[src/rtl/fcmp_pkg.sv]
// Shared types and compare helpers for the pipelined FloPoCo comparator.
package fcmp_pkg;

  typedef enum logic [1:0] {
    EXC_ZERO   = 2'b00,
    EXC_NORMAL = 2'b01,
    EXC_INF    = 2'b10,
    EXC_NAN    = 2'b11
  } exc_t;

  typedef enum logic [2:0] {
    CMP_LT  = 3'd0,
    CMP_LE  = 3'd1,
    CMP_EQ  = 3'd2,
    CMP_GT  = 3'd3,
    CMP_GE  = 3'd4,
    CMP_NE  = 3'd5,
    CMP_ORD = 3'd6,
    CMP_UNO = 3'd7
  } cmp_op_t;

  typedef struct packed {
    logic zero;
    logic normal;
    logic inf;
    logic nan;
    logic sign;
  } cls_t;

  // First-stage payload: operand classes, half-width magnitude compares, opcode.
  typedef struct packed {
    cls_t    x;
    cls_t    y;
    logic    hi_lt;
    logic    hi_eq;
    logic    lo_lt;
    logic    lo_eq;
    cmp_op_t op;
  } s1_t;

  // Returns {lt, eq, gt}; all zero when either operand is NaN.
  function automatic logic [2:0] order3(input s1_t s);
    logic mag_lt, mag_eq, mag_gt;
    logic [2:0] r;
    mag_lt = s.hi_lt | (s.hi_eq & s.lo_lt);
    mag_eq = s.hi_eq & s.lo_eq;
    mag_gt = ~mag_lt & ~mag_eq;
    if (s.x.nan || s.y.nan) begin
      r = 3'b000;
    end else if (s.x.zero && s.y.zero) begin
      r = 3'b010;
    end else if (s.x.zero) begin
      r = s.y.sign ? 3'b001 : 3'b100;
    end else if (s.y.zero) begin
      r = s.x.sign ? 3'b100 : 3'b001;
    end else if (s.x.inf && s.y.inf) begin
      if (s.x.sign == s.y.sign) r = 3'b010;
      else                      r = s.x.sign ? 3'b100 : 3'b001;
    end else if (s.x.inf) begin
      r = s.x.sign ? 3'b100 : 3'b001;
    end else if (s.y.inf) begin
      r = s.y.sign ? 3'b001 : 3'b100;
    end else if (s.x.sign != s.y.sign) begin
      r = s.x.sign ? 3'b100 : 3'b001;
    end else if (mag_eq) begin
      r = 3'b010;
    end else if (s.x.sign) begin
      // Both negative: larger magnitude is the smaller value.
      r = {mag_gt, 1'b0, mag_lt};
    end else begin
      r = {mag_lt, 1'b0, mag_gt};
    end
    return r;
  endfunction

  function automatic logic eval_pred(input cmp_op_t op, input logic [2:0] ord,
                                     input logic unord);
    logic r;
    case (op)
      CMP_LT:  r = ord[2];
      CMP_LE:  r = ord[2] | ord[1];
      CMP_EQ:  r = ord[1];
      CMP_GT:  r = ord[0];
      CMP_GE:  r = ord[0] | ord[1];
      CMP_NE:  r = ~ord[1];
      CMP_ORD: r = ~unord;
      default: r = unord;
    endcase
    return r;
  endfunction

endpackage

[src/rtl/fcmp_classify.sv]
// Combinational decoder of one FloPoCo operand into its class flags and sign.
module fcmp_classify
  import fcmp_pkg::*;
#(
  parameter int unsigned WE = 5,
  parameter int unsigned WF = 5
) (
  input  logic [WE+WF+2:0] opnd_i,
  output cls_t             cls_o
);

  exc_t             exc;
  logic [WE+WF-1:0] unused_mag;

  assign exc        = exc_t'(opnd_i[WE+WF+2:WE+WF+1]);
  assign unused_mag = opnd_i[WE+WF-1:0];

  // One-hot class decode from the exception field.
  always_comb begin
    cls_o      = '0;
    cls_o.sign = opnd_i[WE+WF];
    unique case (exc)
      EXC_ZERO:   cls_o.zero   = 1'b1;
      EXC_NORMAL: cls_o.normal = 1'b1;
      EXC_INF:    cls_o.inf    = 1'b1;
      EXC_NAN:    cls_o.nan    = 1'b1;
    endcase
  end

endmodule

[src/rtl/fcmp_pipe.sv]
// Pipelined FloPoCo floating-point comparator with valid/ready handshake.
// Optional FCMP_SIGNALING_EN adds the signalling-invalid output and sticky flag.
module fcmp_pipe
  import fcmp_pkg::*;
#(
  parameter int unsigned WE     = 5,
  parameter int unsigned WF     = 5,
  parameter int unsigned STAGES = 2
) (
  input  logic             clk,
  input  logic             rst_n,
  input  logic             in_valid,
  output logic             in_ready,
  input  logic [WE+WF+2:0] in_x,
  input  logic [WE+WF+2:0] in_y,
  input  logic [2:0]       in_op,
  output logic             out_valid,
  input  logic             out_ready,
  output logic             out_res,
  output logic             out_unord,
  output logic             out_invalid,
  input  logic             flag_clr,
  output logic             flag_sticky
);

  localparam int unsigned MagW = WE + WF;
  localparam int unsigned LoW  = MagW / 2;
  localparam int unsigned Last = STAGES - 1;
  localparam int unsigned MidN = (STAGES > 1) ? STAGES - 1 : 1;

  cls_t              cls_x, cls_y;
  s1_t               s1_d, fin_src;
  logic [STAGES-1:0] vld_q, vld_d, rdy, ld;
  logic              acc;
  logic [2:0]        ord;
  logic              res_d, unord_d, res_q, unord_q;

  fcmp_classify #(.WE(WE), .WF(WF)) u_cls_x (.opnd_i(in_x), .cls_o(cls_x));
  fcmp_classify #(.WE(WE), .WF(WF)) u_cls_y (.opnd_i(in_y), .cls_o(cls_y));

  // Stage-1 payload: classes plus split high/low magnitude compares.
  always_comb begin
    s1_d       = '0;
    s1_d.x     = cls_x;
    s1_d.y     = cls_y;
    s1_d.hi_lt = in_x[MagW-1:LoW] < in_y[MagW-1:LoW];
    s1_d.hi_eq = in_x[MagW-1:LoW] == in_y[MagW-1:LoW];
    s1_d.lo_lt = in_x[LoW-1:0] < in_y[LoW-1:0];
    s1_d.lo_eq = in_x[LoW-1:0] == in_y[LoW-1:0];
    s1_d.op    = cmp_op_t'(in_op);
  end

  // A stage may load when it or any stage downstream of it has a free slot.
  always_comb begin
    logic all_full;
    all_full = 1'b1;
    rdy      = '0;
    for (int i = int'(Last); i >= 0; i--) begin
      all_full = all_full & vld_q[i];
      rdy[i]   = ~all_full | out_ready;
    end
  end

  assign in_ready = rdy[Last];
  assign acc      = in_valid & in_ready;

  // Next-state valid bits: each ready stage takes its predecessor's bit.
  always_comb begin
    vld_d    = vld_q;
    vld_d[0] = rdy[0] ? acc : vld_q[0];
    for (int i = 1; i < int'(STAGES); i++) begin
      if (rdy[i]) vld_d[i] = vld_q[i-1];
    end
    ld = rdy & vld_d;
  end

  // Stage valid register.
  always_ff @(posedge clk or negedge rst_n) begin
    if (!rst_n) vld_q <= '0;
    else        vld_q <= vld_d;
  end

  generate
    if (STAGES > 1) begin : g_mid
      s1_t mid_q [MidN];
      // Stage-1 payload and optional delay stage (data only, no reset).
      always_ff @(posedge clk) begin
        if (ld[0]) mid_q[0] <= s1_d;
        for (int i = 1; i < int'(MidN); i++) begin
          if (ld[i]) mid_q[i] <= mid_q[i-1];
        end
      end
      assign fin_src = mid_q[MidN-1];
    end else begin : g_flat
      assign fin_src = s1_d;
    end
  endgenerate

  // Final stage: merge halves, order, then apply the predicate.
  always_comb begin
    ord     = order3(fin_src);
    unord_d = fin_src.x.nan | fin_src.y.nan;
    res_d   = eval_pred(fin_src.op, ord, unord_d);
  end

  // Output result register.
  always_ff @(posedge clk or negedge rst_n) begin
    if (!rst_n) begin
      res_q   <= 1'b0;
      unord_q <= 1'b0;
    end else if (ld[Last]) begin
      res_q   <= res_d;
      unord_q <= unord_d;
    end
  end

  assign out_valid = vld_q[Last];
  assign out_res   = res_q;
  assign out_unord = unord_q;

`ifdef FCMP_SIGNALING_EN
  logic inv_d, inv_q, sticky_q;

  assign inv_d = unord_d & (fin_src.op inside {CMP_LT, CMP_LE, CMP_GT, CMP_GE});

  // Invalid flag travels with the result.
  always_ff @(posedge clk or negedge rst_n) begin
    if (!rst_n)        inv_q <= 1'b0;
    else if (ld[Last]) inv_q <= inv_d;
  end

  // Sticky invalid: a delivered invalid beat beats a same-cycle clear.
  always_ff @(posedge clk or negedge rst_n) begin
    if (!rst_n)                               sticky_q <= 1'b0;
    else if (out_valid && out_ready && inv_q) sticky_q <= 1'b1;
    else if (flag_clr)                        sticky_q <= 1'b0;
  end

  assign out_invalid = inv_q;
  assign flag_sticky = sticky_q;
`else
  logic unused_flag_clr;
  assign unused_flag_clr = flag_clr;
  assign out_invalid     = 1'b0;
  assign flag_sticky     = 1'b0;
`endif

endmodule

[config.mk]
export PLATFORM = sky130hd
export DESIGN_NAME = fcmp_pipe
export DESIGN_NICKNAME = d
export VERILOG_FILES = /design/src/rtl/fcmp_pkg.sv /design/src/rtl/fcmp_classify.sv /design/src/rtl/fcmp_pipe.sv
export SDC_FILE = /design/constraint.sdc
export NUM_CORES = 1
export LEC_CHECK = 0
export CAP_MARGIN = 20
export CELL_PAD_IN_SITES_DETAIL_PLACEMENT = 0
export CELL_PAD_IN_SITES_GLOBAL_PLACEMENT = 1
export CORE_MARGIN = 1
export CORE_UTILIZATION = 34
export CTS_CLUSTER_SIZE = 8
export DETAILED_ROUTE_END_ITERATION = 12
export MAX_ROUTING_LAYER = met4
export PLACE_DENSITY = 0.77
export RECOVER_POWER = 100
export SYNTH_ARGS = -nofsm -noshare
export SYNTH_HDL_FRONTEND = slang
export SYNTH_HIERARCHICAL = 1
export SYNTH_SLANG_ARGS = --single-unit
[constraint.sdc]
create_clock -name clk -period 2.7 [get_ports clk]
set_clock_uncertainty 0.15 [all_clocks]
set_input_delay 0.405 -clock clk [delete_from_list [all_inputs] [get_ports clk]]
set_output_delay 0.405 -clock clk [all_outputs]
set_load 0.05 [all_outputs]
==> impl_metrics.csv <==
group,metric,value,unit
sta,final-hold-violation-count,0,
sta,relSlewSlack,53.7,%
sta,fmax,0.443,GHz
sta,final-setup-viol-count,0,
die,num_io_pins,40,
cells_and_area,nNetsFinal,214,
sta,worst_hold_slack,0.267,ns
routing,routed_wl,2420,um
routing,drc,0,
routing,vias,1050,
pwr,power_leakage,0.692,nW
clock_network,numCtsBuffers,3,
critical_path,max_stage_delay,0.52,ns
sta,period_minus_slack,2.26,ns
sta,worstMarginPinSlew,0.694,ns
critical_path,crit_arrival,1.70,ns
sta,drv_slew,0,
clock_network,hold_buffers,0,
clock_network,ctsLongestPathBuffers,2,
sta,rsz0062_at_grt,"no",
critical_path,path_cells,"dlygate4sd3_1, nand2b_1, clkbuf_1",
global_routing,grt_overflow,0,
global_routing,grt_max_degree,16,
clock_network,clock_latency,0.25,ns
global_routing,grt_pass1_vias,1056,
critical_path,cp-start-kind,"primary input",
die,core,3470,um2
die,die_h,63.1,um
cells_and_area,finalInstanceArea,1690,um2
run,max-cap-violations,0,
sta,setup_ws,0.444,ns
cells_and_area,postLayoutCoreUtil,48.8,%
die,initial_core_util,36.6,%
clock_network,post-cts-setup-buffers,0,
cells_and_area,final_cell_count_no_fill,213,
critical_path,crit_path_end_kind,"primary output",
place,gp_congestion,0.790,
clock_network,clk_pin_slew,0.07,ns
clock_network,clock-sinks,19,
routing,drt_iter0_markers,80,
cells_and_area,synthToLayoutAreaGrowth,33.2,%
critical_path,worstPathMaxFanout,8,
place,numPortBuffers,36,
cells_and_area,antenna_cells,0,
routing,ant_nets,0,
global_routing,grt_pass1_wl,4330,um
pwr,p_per_area,466,nW/um2
critical_path,crit_required,2.14,ns
pwr,p_total,0.788,mW
clock_network,cts_tree,"yes",
pwr,vdd_drop_max,0.000329,V
cells_and_area,drive_above_1_share,5.99,%
synthesis,yosysWarnings,6,
synthesis,synth_area,1270,um2
routing,wire_per_inst,11.4,um
place,placed_area,1650,um2
min_path,holdCritPathClass,"in2async",
global_routing,antenna_found_initial,0,
critical_path,critPathKind,"in2out",
place,place_inst,209,
place,pre_cts_ws,0.401,ns
clock_network,ctsHtreeMaxLevel,1,
synthesis,syn_avg_cell_area,9.69,um2
status,status,"finished, final reports clean",
place,dp_hpwl,2010,um
clock_network,root_buffer,"clkbuf_8",
routing,dr.pass1.iters,4,
synthesis,netlist_instances,131,
die,die_w,63.1,um
sta,post-route-period-util,83.6,%
die,std_cell_rows,21,
sta,tns,0,ns
clock_network,cts_resized,0,
die,die_area,3980,um2
critical_path,crit_slowest_cell,"dlygate4sd3_1",
global_routing,grt_usage,13.9,%
routing,vias_per_cell,4.93,
## final timing paths
path	endpoint	start	cells past startpoint	slack, ns
worst max-delay path	in_ready	out_ready	3	0.44
worst min-delay path	vld_q[0]	rst_n	1	0.27
worst max register to register	out_res	g_mid.mid_q[0][12]	6	0.62
worst min register to register	out_unord	out_unord	2	0.42
max in group asynchronous	vld_q[1]	rst_n	1	1.96
min in group clk	out_unord	out_unord	2	0.42
## layer usage
layer	GRT usage, %	up-vias	share of wire [%]
li1	-	538	-
met1	16.9	476	47
met2	23.1	34	48
met3	1.45	2	4.1
met4	6.40	0	0.87
met5	-	-	0
## state kept, by name, indices dropped and copies added (netlist names)
register     count
out_unord        1
g_mid.mid_q     15
out_res          1
vld_q            2
## critical path, delay by kind of cell
family,cells,cell delay [ns]
buffers and inverters,2,1.03
AND/OR/NAND/NOR,1,0.27
## area by class of cell
| class | instances | area, um2 |
|---|---|---|
| clock inverter | 1 | 5.00 |
| tap | 46 | 57.6 |
| inverter | 16 | 60.1 |
| timing repair buffer | 36 | 354 |
| sequential | 19 | 551 |
| multi-input combinational | 92 | 623 |
| clock buffer | 3 | 41.3 |
| fill | 345 | 1780 |
## power breakdown
group / switching [mW] / internal [mW]
sequential: 0.0276 / 0.348
clock: 0.0911 / 0.102
combinational: 0.118 / 0.101
## cells in the final DEF (no fill, tap or decap), types with 4 or more instances in the layout
master / n
o21ai_0: 6
nand2b_1: 6
nor2b_1: 5
clkdlybuf4s50_1: 20
nand2_1: 7
nor2_1: 9
inv_1: 16
ha_1: 12
edfxtp_1: 15
a21oi_1: 11
dfrtp_1: 4
dlygate4sd3_1: 15
(Power assumes the default switching activity.)
